**src/rtl/manch_pkg.sv**
```systemverilog
// Shared types and constants for the Manchester receive path.
//   state_e               decoder FSM states
//   BIT0/1_LEVEL_AFTER_MID line level that follows the mid-bit edge of a 0 / 1
//   ERR_CNT_W             width of the saturating violation counter
package manch_pkg;

  typedef enum logic [1:0] {
    StHunt   = 2'd0,
    StAcq    = 2'd1,
    StLocked = 2'd2
  } state_e;

  // 0 = low-then-high, 1 = high-then-low
  localparam logic BIT0_LEVEL_AFTER_MID = 1'b1;
  localparam logic BIT1_LEVEL_AFTER_MID = 1'b0;

  localparam int unsigned ERR_CNT_W = 8;

  // Saturating increment for the violation counter.
  function automatic logic [ERR_CNT_W-1:0] err_inc(input logic [ERR_CNT_W-1:0] c);
    return (c == '1) ? c : c + ERR_CNT_W'(1);
  endfunction

endpackage

```
**src/rtl/manchester_rx_decoder_if.sv**
```systemverilog
// Bundle between the line side and the Manchester decoder.
//   code        Manchester line, asynchronous to the decoder clock
//   data_out    decoded bit, held until the next data_valid
//   data_valid  one-cycle strobe qualifying data_out
//   locked      decoder has mid-bit phase
//   fail        one-cycle strobe on a coding or timing violation
//   err_cnt     saturating violation counter
// master = line source / consumer of results, slave = decoder.
interface manchester_rx_decoder_if;
  import manch_pkg::*;

  logic                 code;
  logic                 data_out;
  logic                 data_valid;
  logic                 locked;
  logic                 fail;
  logic [ERR_CNT_W-1:0] err_cnt;

  modport master (
    output code,
    input  data_out, data_valid, locked, fail, err_cnt
  );

  modport slave (
    input  code,
    output data_out, data_valid, locked, fail, err_cnt
  );
endinterface

```
**src/rtl/sync_edge_det.sv**
```systemverilog
// Retimes the asynchronous line into the clk domain and detects level changes.
//   clk_i   system clock
//   rst_i   asynchronous active-high reset
//   code_i  raw line
//   lvl_o   synchronised (optionally inverted) line level
//   edge_o  high for one cycle after each level change of lvl_o
module sync_edge_det #(
  parameter bit INVERT = 1'b0
) (
  input  logic clk_i,
  input  logic rst_i,
  input  logic code_i,
  output logic lvl_o,
  output logic edge_o
);

  logic s1_q, s2_q, s3_q;

  always_ff @(posedge clk_i or posedge rst_i) begin
    if (rst_i) begin
      s1_q <= 1'b0;
      s2_q <= 1'b0;
      s3_q <= 1'b0;
    end else begin
      s1_q <= code_i ^ INVERT;
      s2_q <= s1_q;
      s3_q <= s2_q;
    end
  end

  assign lvl_o  = s2_q;
  assign edge_o = s2_q ^ s3_q;

endmodule

```
**src/rtl/manchester_rx_decoder.sv**
```systemverilog
// Oversampling Manchester decoder: acquires mid-bit phase from edge spacing and
// emits recovered NRZ bits, lock status and violation reporting.
//   clk  system sampling clock
//   rst  asynchronous active-high reset
//   rx   slave side of manchester_rx_decoder_if (code in; data_out, data_valid,
//        locked, fail, err_cnt out)
module manchester_rx_decoder
  import manch_pkg::*;
#(
  parameter int unsigned HALF_BIT = 16,
  parameter int unsigned TOL      = 4,
  parameter int unsigned INVERT   = 0
) (
  input logic                    clk,
  input logic                    rst,
  manchester_rx_decoder_if.slave rx
);

  localparam int unsigned CntW = $clog2(2 * HALF_BIT + TOL + 2);
  localparam logic [CntW-1:0] CntMax = '1;

  localparam logic [CntW:0] ShortLo = (CntW + 1)'(HALF_BIT - TOL);
  localparam logic [CntW:0] ShortHi = (CntW + 1)'(HALF_BIT + TOL);
  localparam logic [CntW:0] LongLo  = (CntW + 1)'(2 * HALF_BIT - TOL);
  localparam logic [CntW:0] LongHi  = (CntW + 1)'(2 * HALF_BIT + TOL);

  logic lvl, line_edge;

  sync_edge_det #(
    .INVERT(INVERT != 0)
  ) u_sync (
    .clk_i (clk),
    .rst_i (rst),
    .code_i(rx.code),
    .lvl_o (lvl),
    .edge_o(line_edge)
  );

  state_e               state_q;
  logic [CntW-1:0]      cnt_q;
  logic                 bnd_seen_q;
  logic                 data_q;
  logic                 valid_q;
  logic                 fail_q;
  logic [ERR_CNT_W-1:0] err_q;

  // cnt restarts at 0 in the cycle after an edge, so the edge-to-edge distance
  // in cycles seen when the next edge arrives is cnt + 1.
  logic [CntW:0] ivl;
  logic          in_short, in_long, overdue;

  assign ivl      = {1'b0, cnt_q} + (CntW + 1)'(1);
  assign in_short = (ivl >= ShortLo) && (ivl <= ShortHi);
  assign in_long  = (ivl >= LongLo) && (ivl <= LongHi);
  assign overdue  = ivl > LongHi;

  always_ff @(posedge clk or posedge rst) begin
    if (rst) begin
      state_q    <= StHunt;
      cnt_q      <= '0;
      bnd_seen_q <= 1'b0;
      data_q     <= 1'b0;
      valid_q    <= 1'b0;
      fail_q     <= 1'b0;
      err_q      <= '0;
    end else begin
      valid_q <= 1'b0;
      fail_q  <= 1'b0;
      if (cnt_q != CntMax) begin
        cnt_q <= cnt_q + CntW'(1);
      end
      case (state_q)
        StHunt: begin
          bnd_seen_q <= 1'b0;
          if (line_edge) begin
            cnt_q   <= '0;
            state_q <= StAcq;
          end
        end
        StAcq: begin
          // Bad spacing here is acquisition noise: restart the measurement only.
          if (line_edge) begin
            cnt_q <= '0;
            if (in_long) begin
              data_q     <= (lvl == BIT1_LEVEL_AFTER_MID);
              valid_q    <= 1'b1;
              bnd_seen_q <= 1'b0;
              state_q    <= StLocked;
            end
          end else if (overdue) begin
            cnt_q <= '0;
          end
        end
        StLocked: begin
          // An edge wins over the missing-transition timeout in the same cycle.
          if (line_edge && in_long) begin
            data_q     <= (lvl == BIT1_LEVEL_AFTER_MID);
            valid_q    <= 1'b1;
            cnt_q      <= '0;
            bnd_seen_q <= 1'b0;
          end else if (line_edge && in_short && !bnd_seen_q) begin
            // Bit-boundary edge; cnt keeps measuring from the mid-bit edge.
            bnd_seen_q <= 1'b1;
          end else if (line_edge || overdue) begin
            fail_q     <= 1'b1;
            err_q      <= err_inc(err_q);
            cnt_q      <= '0;
            bnd_seen_q <= 1'b0;
            state_q    <= StHunt;
          end
        end
        default: state_q <= StHunt;
      endcase
    end
  end

  assign rx.data_out   = data_q;
  assign rx.data_valid = valid_q;
  assign rx.locked     = (state_q == StLocked);
  assign rx.fail       = fail_q;
  assign rx.err_cnt    = err_q;

endmodule

```
**src/flat_wrapper.sv**
```systemverilog
// flat-port wrapper written by rule: the top's interface ports become plain ports
module manchester_rx_decoder_flat import manch_pkg::*;
#(
  parameter int unsigned HALF_BIT = 16,
  parameter int unsigned TOL      = 4,
  parameter int unsigned INVERT   = 0
)
  (clk, rst, rx_code, rx_data_out, rx_data_valid, rx_locked, rx_fail, rx_err_cnt);
  manchester_rx_decoder_if rx_i ();
  input logic clk;
  input logic rst;
  input wire logic [$bits(rx_i.code)-1:0] rx_code;
  output wire logic [$bits(rx_i.data_out)-1:0] rx_data_out;
  output wire logic [$bits(rx_i.data_valid)-1:0] rx_data_valid;
  output wire logic [$bits(rx_i.locked)-1:0] rx_locked;
  output wire logic [$bits(rx_i.fail)-1:0] rx_fail;
  output wire logic [$bits(rx_i.err_cnt)-1:0] rx_err_cnt;
  assign rx_i.code = rx_code;
  assign rx_data_out = rx_i.data_out;
  assign rx_data_valid = rx_i.data_valid;
  assign rx_locked = rx_i.locked;
  assign rx_fail = rx_i.fail;
  assign rx_err_cnt = rx_i.err_cnt;
  manchester_rx_decoder #(.HALF_BIT(HALF_BIT), .TOL(TOL), .INVERT(INVERT)) u_core (.clk(clk), .rst(rst), .rx(rx_i));
endmodule
```
**config.mk**
```make
export PLATFORM = sky130hd
export DESIGN_NAME = manchester_rx_decoder_flat
export DESIGN_NICKNAME = d
export VERILOG_FILES = /design/src/rtl/manch_pkg.sv /design/src/rtl/manchester_rx_decoder_if.sv /design/src/rtl/sync_edge_det.sv /design/src/rtl/manchester_rx_decoder.sv /design/src/flat_wrapper.sv
export SDC_FILE = /design/constraint.sdc
export NUM_CORES = 1
export LEC_CHECK = 0
export ABC_CLOCK_PERIOD_IN_PS = 6300
export CORE_MARGIN = 3
export CORE_UTILIZATION = 55
export DETAILED_ROUTE_END_ITERATION = 6
export PLACE_DENSITY = 0.78
export RECOVER_POWER = 25
export SYNTH_ARGS = -nofsm -noshare
export SYNTH_HDL_FRONTEND = slang
export SYNTH_SLANG_ARGS = --single-unit
```
**constraint.sdc**
```tcl
create_clock -name clk -period 6.3 [get_ports clk]
set_input_delay 0.63 -clock clk [delete_from_list [all_inputs] [get_ports clk]]
set_output_delay 0.63 -clock clk [all_outputs]
set_load 0.005 [all_outputs]
```
# Yosys cells after proc, flatten, opt, wreduce, memory -nomap -nowiden
# Index checks and enable logic that the tools add are counted.
op_classes:
  n_mux: 33
  n_lt_le_gt_ge: 5
  reduce_logical: 14
  n_eq_ne: 12
  n_bitwise: 5
  n_addsub: 3
ops:
  columns: ["cell", "n"]
  rows:
  - ["two-way mux 6 bit", 7]
  - ["one-hot mux 6 bit (3 select lines)", 1]
  - ["two-way mux 1 bit", 15]
  - ["two-way mux 2 bit", 6]
  - ["inequality test 2 x 1 -> 1 bit, second input constant", 5]
  - ["adder 8 x 1 -> 8 bit, second input constant", 1]
  - ["equality test 8 bit, second input constant", 1]
  - ["AND reduction 4 bit", 2]
  - ["adder 6 x 1 -> 7 bit, second input constant", 1]
  - [">= comparator 7 x 4 -> 1 bit, second input constant", 1]
  - [">= comparator 7 x 5 -> 1 bit, second input constant", 1]
  - ["greater-than comparator 7 x 6 -> 1 bit, second input constant", 1]
  - ["<= comparator 7 x 5 -> 1 bit, second input constant", 1]
  - ["<= comparator 7 x 6 -> 1 bit, second input constant", 1]
  - ["adder 6 x 1 -> 6 bit, second input constant", 1]
  - ["inequality test 6 bit, second input constant", 1]
  - ["one-hot mux 2 bit (3 select lines)", 1]
  - ["AND reduction 6 bit", 1]
  - ["logical AND 1 bit", 5]
  - ["AND reduction 5 bit", 1]
  - ["inequality test 2 bit, second input constant", 2]
  - ["inequality test 4 x 1 -> 1 bit, second input constant", 1]
  - ["inverter 1 bit", 4]
  - ["one-hot mux 1 bit (2 select lines)", 2]
  - ["other kinds (9)", 9]
totals:
  wordCells: 82
  input_bits: 3
  regBits: 23
  out_inout_bits: 12

# Depth between registers and ports, before layout
logic_depth:
  word_depth: 8
  mapped_depth: 9
  ltp_nobuf: 8

# Cells and area by module
# Synthesis repeated with hierarchy kept, for this count alone.
hier_totals:
  cells_unflattened: 185
  area_unflattened_um2: 1690.4
modules_own_cells:
  columns: ["module", "n_inst", "cells_per_inst", "area_each_um2", "seq_area_each_um2"]
  rows:
  - ["manchester_rx_decoder", 1, 180, 1602.8, 500.5]
  - ["sync_edge_det", 1, 5, 87.6, 75.1]

# Worst setup path before layout
# OpenSTA, ideal clock, no wires.
synth_path:
  path_type: "register to register"
  from: "register u_core.cnt_q[0]"
  to: "register u_core.err_q[1], in the netlist u_core.rx.err_cnt[1]"
  required_time_ns: 6.173
  period_less_slack_ns: 2.532
  arrival_ns: 2.404
  stages_incl_launch_ff: 9
  path_slack_ns: 3.768
  setup_time_ns: 0.127
  n_path_buf: 1
  cell_sequence: "dfrtp_1 -> ha_1 -> buf_2 -> and2_1 -> nand4_2 -> a32oi_2 -> a21oi_2 -> nor4_4 -> mux2_1"
synth_between:
  elab_chain_cells: 7
  elab_cells_between_ends: 15
  classes_between: "1 x add/sub; 5 x order compare; 2 x bitwise; 7 x reduce/logical"
synth_rtl:
  columns: ["element", "line", "source"]
  rows:
  - ["start: declaration", "manchester_rx_decoder.sv:40", "logic [CntW-1:0] cnt_q;"]
  - ["start signal: assignment", "manchester_rx_decoder.sv:70", "cnt_q <= cnt_q + CntW'(1);"]
  - ["adder 6 x 1 -> 7 bit *", "manchester_rx_decoder.sv:52", "assign ivl = {1'b0, cnt_q} + (CntW + 1)'(1);"]
  - [">= comparator 7 x 4 -> 1 bit or <= comparator 7 x 5 -> 1 bit (tied branches)", "manchester_rx_decoder.sv:53", "assign in_short = (ivl >= ShortLo) && (ivl <= ShortHi);"]
  - ["logical AND 1 bit", "manchester_rx_decoder.sv:53", null]
  - ["logical AND 1 bit (2 in series)", "manchester_rx_decoder.sv:101", "end else if (line_edge && in_short && !bnd_seen_q) begin"]
  - ["inverter 1 bit (no source line)", null, null]
  - ["AND reduction 5 bit (no source line) *", null, null]
  - ["end signal: assignment", "manchester_rx_decoder.sv:106", "err_q <= err_inc(err_q);"]
  - ["end: declaration", "manchester_rx_decoder.sv:45", "logic [ERR_CNT_W-1:0] err_q;"]
# Mark *: on every way between the ends. The rest lies on a longest branch, timed or not.
# A chain may end at the register's enable or synchronous reset.

# Worst setup path after layout
# Same ends and word-level chain as after synthesis.

==> flow_metrics.py <==
metrics = {
    "status": {
        "status": "complete, no violations",
    },
    "global_route": {
        "grt_pass1_vias": 1145,
        "gr-total-overflow": 0,
        "antenna_found_initial": 0,
        "grt_max_degree": 24,
        "grt_pass1_wl_um": 4990,
        "grt_usage": 0.193,
    },
    "timing": {
        "worstMarginPinSlew_ns": 0.855,
        "finalHoldViolCount": 0,
        "final.setup.worst_slack_ns": 3.38,
        "whs_ns": 0.371,
        "fin_crit_sh": 0.463,
        "finalMaxSlewViolations": 0,
        "fmax_mhz": 343,
        "fin_worst_skew_ns": 0.00880,
        "period_needed_ns": 2.92,
        "setup_tns_ns": 0,
        "rsz0062_at_grt": "false",
        "max_slew_margin": 0.429,
        "finalSetupViolCount": 0,
    },
    "detailed_routing": {
        "drt_iter0_markers": 41,
        "postRouteAntennaNets": 0,
        "via_per_inst": 6.03,
        "wl_per_cell_um": 15.5,
        "vias": 1128,
        "drcViolationCount": 0,
        "firstDrtPassIters": 4,
        "drt_wl_total_um": 2900,
    },
    "power_and_ir_drop": {
        "combPwrFrac": 0.318,
        "switching_share": 0.356,
        "power_density_nw_per_um2": 234,
        "p_seq_frac": 0.508,
        "p_int_uw": 242,
        "p_leak_uw": 0.000677,
        "p_switching_uw": 134,
        "irDropWorstVdd_mv": 0.178,
        "clkPwrFrac": 0.174,
    },
    "placed_design": {
        "gp_congestion": 0.910,
        "hpwlAfterDp_um": 2120,
        "place_area_um2": 1580,
        "portBuffers": 14,
        "post-place-ws_ns": 3.41,
    },
    "synth": {
        "synth_ff_type": "dfrtp_1",
        "avgSynthCellArea_um2": 9.83,
        "yosysWarnings": 0,
        "netlist_instances": 145,
        "syn_nets": 155,
        "synth-edff-count": 0,
        "seq_area_frac_synth": 0.404,
        "ys_types": 44,
        "syn_area_um2": 1430,
        "ys_ff_latch": 23,
        "synthArstFlopShare": 1.00,
    },
    "setup_path": {
        "r2r_cells": 7,
        "cpPeakStageDelay_ns": 0.55,
        "cp_num_buf_inv": 0,
        "path_class": "flop to flop",
        "path_cells": "ha_1 > and2_1 > nand4_2 > a32oi_2 > a21oi_2 > nor4_4 > mux2_1",
        "cp_top_family": "simple AND/OR/NAND/NOR gates",
        "ff2ff_setup_slack_ns": 3.38,
        "r2r_start": "u_core.cnt_q[0]",
        "cp_slowest_cell": "dfrtp_1",
        "end_kind": "flop",
        "cp_data_required_time_ns": 6.49,
        "cp-start-kind": "flop",
        "reg2reg_to": "u_core.rx.err_cnt[1]",
        "crit_fanout": 10,
        "cp.arrival_ns": 3.11,
    },
    "floorplanning": {
        "start_util": 0.609,
        "die_area_um2": 3240,
        "die-height_um": 56.9,
        "die_w_um": 56.9,
        "rows": 17,
        "pin_count": 15,
        "core_um2": 2340,
    },
    "layout": {
        "drive_gt1_frac": 0.0629,
        "n_fill_cell": 178,
        "final_net_count": 170,
        "area_growth_pct": 12.9,
        "antenna_cells": 0,
        "finalCoreUtilization": 0.688,
        "final_area_um2": 1610,
    },
    "clocking": {
        "clk_pin_slew_worst_paths_ns": 0.12,
        "h-tree-depth": 1,
        "cts_setup_buffers": 0,
        "cts_tree": "done",
        "ctsHoldBuffers": 0,
        "cts_made_buffers": 3,
        "worstSkewPairLatency_ns": 0.30,
        "clock_tree.buffer_depth": 2,
        "root_buffer": "clkbuf_4",
        "post_cts_resized": 0,
        "numClockSinks": 23,
    },
    "min_path": {
        "whs_path_depth": 0,
        "hold_path.class": "flop to flop",
        "holdPathEnd": "u_core.u_sync.lvl_o",
        "worstHoldStart": "u_core.u_sync.s1_q",
    },
    "run": {
        "cap_violations": 0,
    },
}
[routing by layer]
metal,up-vias,share of wire,GRT usage
met1,546,0.50,0.259
met2,17,0.47,0.312
met3,2,0.021,0.0299
met5,-,0,0
li1,563,-,-
met4,0,0.0090,0.0795
[cells in the final DEF (no fill, tap or decap), drive strengths merged, types with 3 or more instances in the layout]
cell and count:
a21boi 3, a21oi 4, a32oi 3, and2 5
and3 3, clkbuf 4, clkdlybuf4s50 12, dfrtp 23
ha 7, inv 4, nand2 7, nand2b 3
nand3 5, nand4 5, nor2 13, nor3 4
o21a 5, o21ai 10, xnor2 11
[worst max path at each step]
stage	from	to	slack, ns	depth (start not counted)
detailed placement	u_core.cnt_q[0]	u_core.rx.err_cnt[1]	3.41	7
finish	u_core.cnt_q[0]	u_core.rx.err_cnt[1]	3.38	7
floorplan	u_core.cnt_q[0]	u_core.rx.err_cnt[1]	3.77	8
CTS	u_core.cnt_q[0]	u_core.rx.err_cnt[1]	3.38	7
global route	u_core.cnt_q[0]	u_core.rx.err_cnt[1]	3.18	7
global placement	u_core.cnt_q[0]	u_core.rx.err_cnt[1]	3.56	7
[through the flow]
| step | instances | power [uW] |
|---|---|---|
| 3_3_place_gp | 183 | 303 |
| 2_1_floorplan | 145 | 277 |
| 6_report | 187 | 377 |
| 5_1_grt | 187 | 404 |
| 3_5_place_dp | 183 | 312 |
| 4_1_cts | 187 | 379 |
[layout make-up]
type	count	area (um^2)	share of cell area
clock buffers	4	26.3	0.0163
inverters	4	15.0	0.00933
multi-input cells	114	817	0.508
flip-flops and latches	23	576	0.358
well taps	28	35.0	0.0218
repair buffers	14	140	0.0871
[power groups by stage]
stage	Sequential [uW]	Clock (uW)	Combinational [uW]
CTS	191	68.7	120
finish	191	65.6	120
detailed placement	193	0	119
global placement	189	0	114
floorplan	184	0	93.6
global route	194	75.7	134
[cell usage after synthesis (2+ instances only)]
cell	n	share of area
a21oi_1	3	0.011
a32oi_1	2	0.012
dfrtp_1	23	0.40
a311oi_1	2	0.012
xnor2_1	11	0.068
buf_2	2	0.0070
a21boi_0	3	0.016
xor2_1	2	0.012
o2111ai_1	2	0.012
and3_1	3	0.013
o21a_1	5	0.026
and2_1	5	0.022
nor2_1	13	0.034
nand2b_1	3	0.013
o21ai_0	10	0.035
nand4_1	4	0.018
clkbuf_1	2	0.0053
nor3_1	4	0.014
o211ai_1	2	0.011
inv_1	4	0.011
nor2b_1	2	0.0088
nand3_1	4	0.014
ha_1	7	0.061
nand2_1	7	0.018
[cells by family after synthesis]
kind of cell / Yosys count / share of synthesized area
AOI/OAI and AO/OA: 37 / 0.190
buffers and inverters: 8 / 0.0228
muxes: 3 / 0.0228
DFF: 23 / 0.404
xor gates and xnor gates: 13 / 0.0799
and+or+nand+nor: 54 / 0.220
adders and majority gates: 7 / 0.0615
[worst register-to-register path: cells and delay by family, from the launching register on]
kind | cells | cell delay (ns)
compound gates | 2 | 0.50
fa+ha+maj | 1 | 0.39
flops | 1 | 0.55
mux | 1 | 0.38
simple gates | 3 | 1.00
[state kept, by name, indices dropped and copies added (netlist names)]
name,flops
u_core.u_sync.s3_q,1
u_core.u_sync.s1_q,1
u_core.rx.data_out,1
u_core.cnt_q,6
u_core.rx.err_cnt,8
u_core.rx.data_valid,1
u_core.bnd_seen_q,1
u_core.rx.fail,1
u_core.u_sync.lvl_o,1
u_core.state_q,2
No activity file was read; power rests on OpenSTA's default activity.
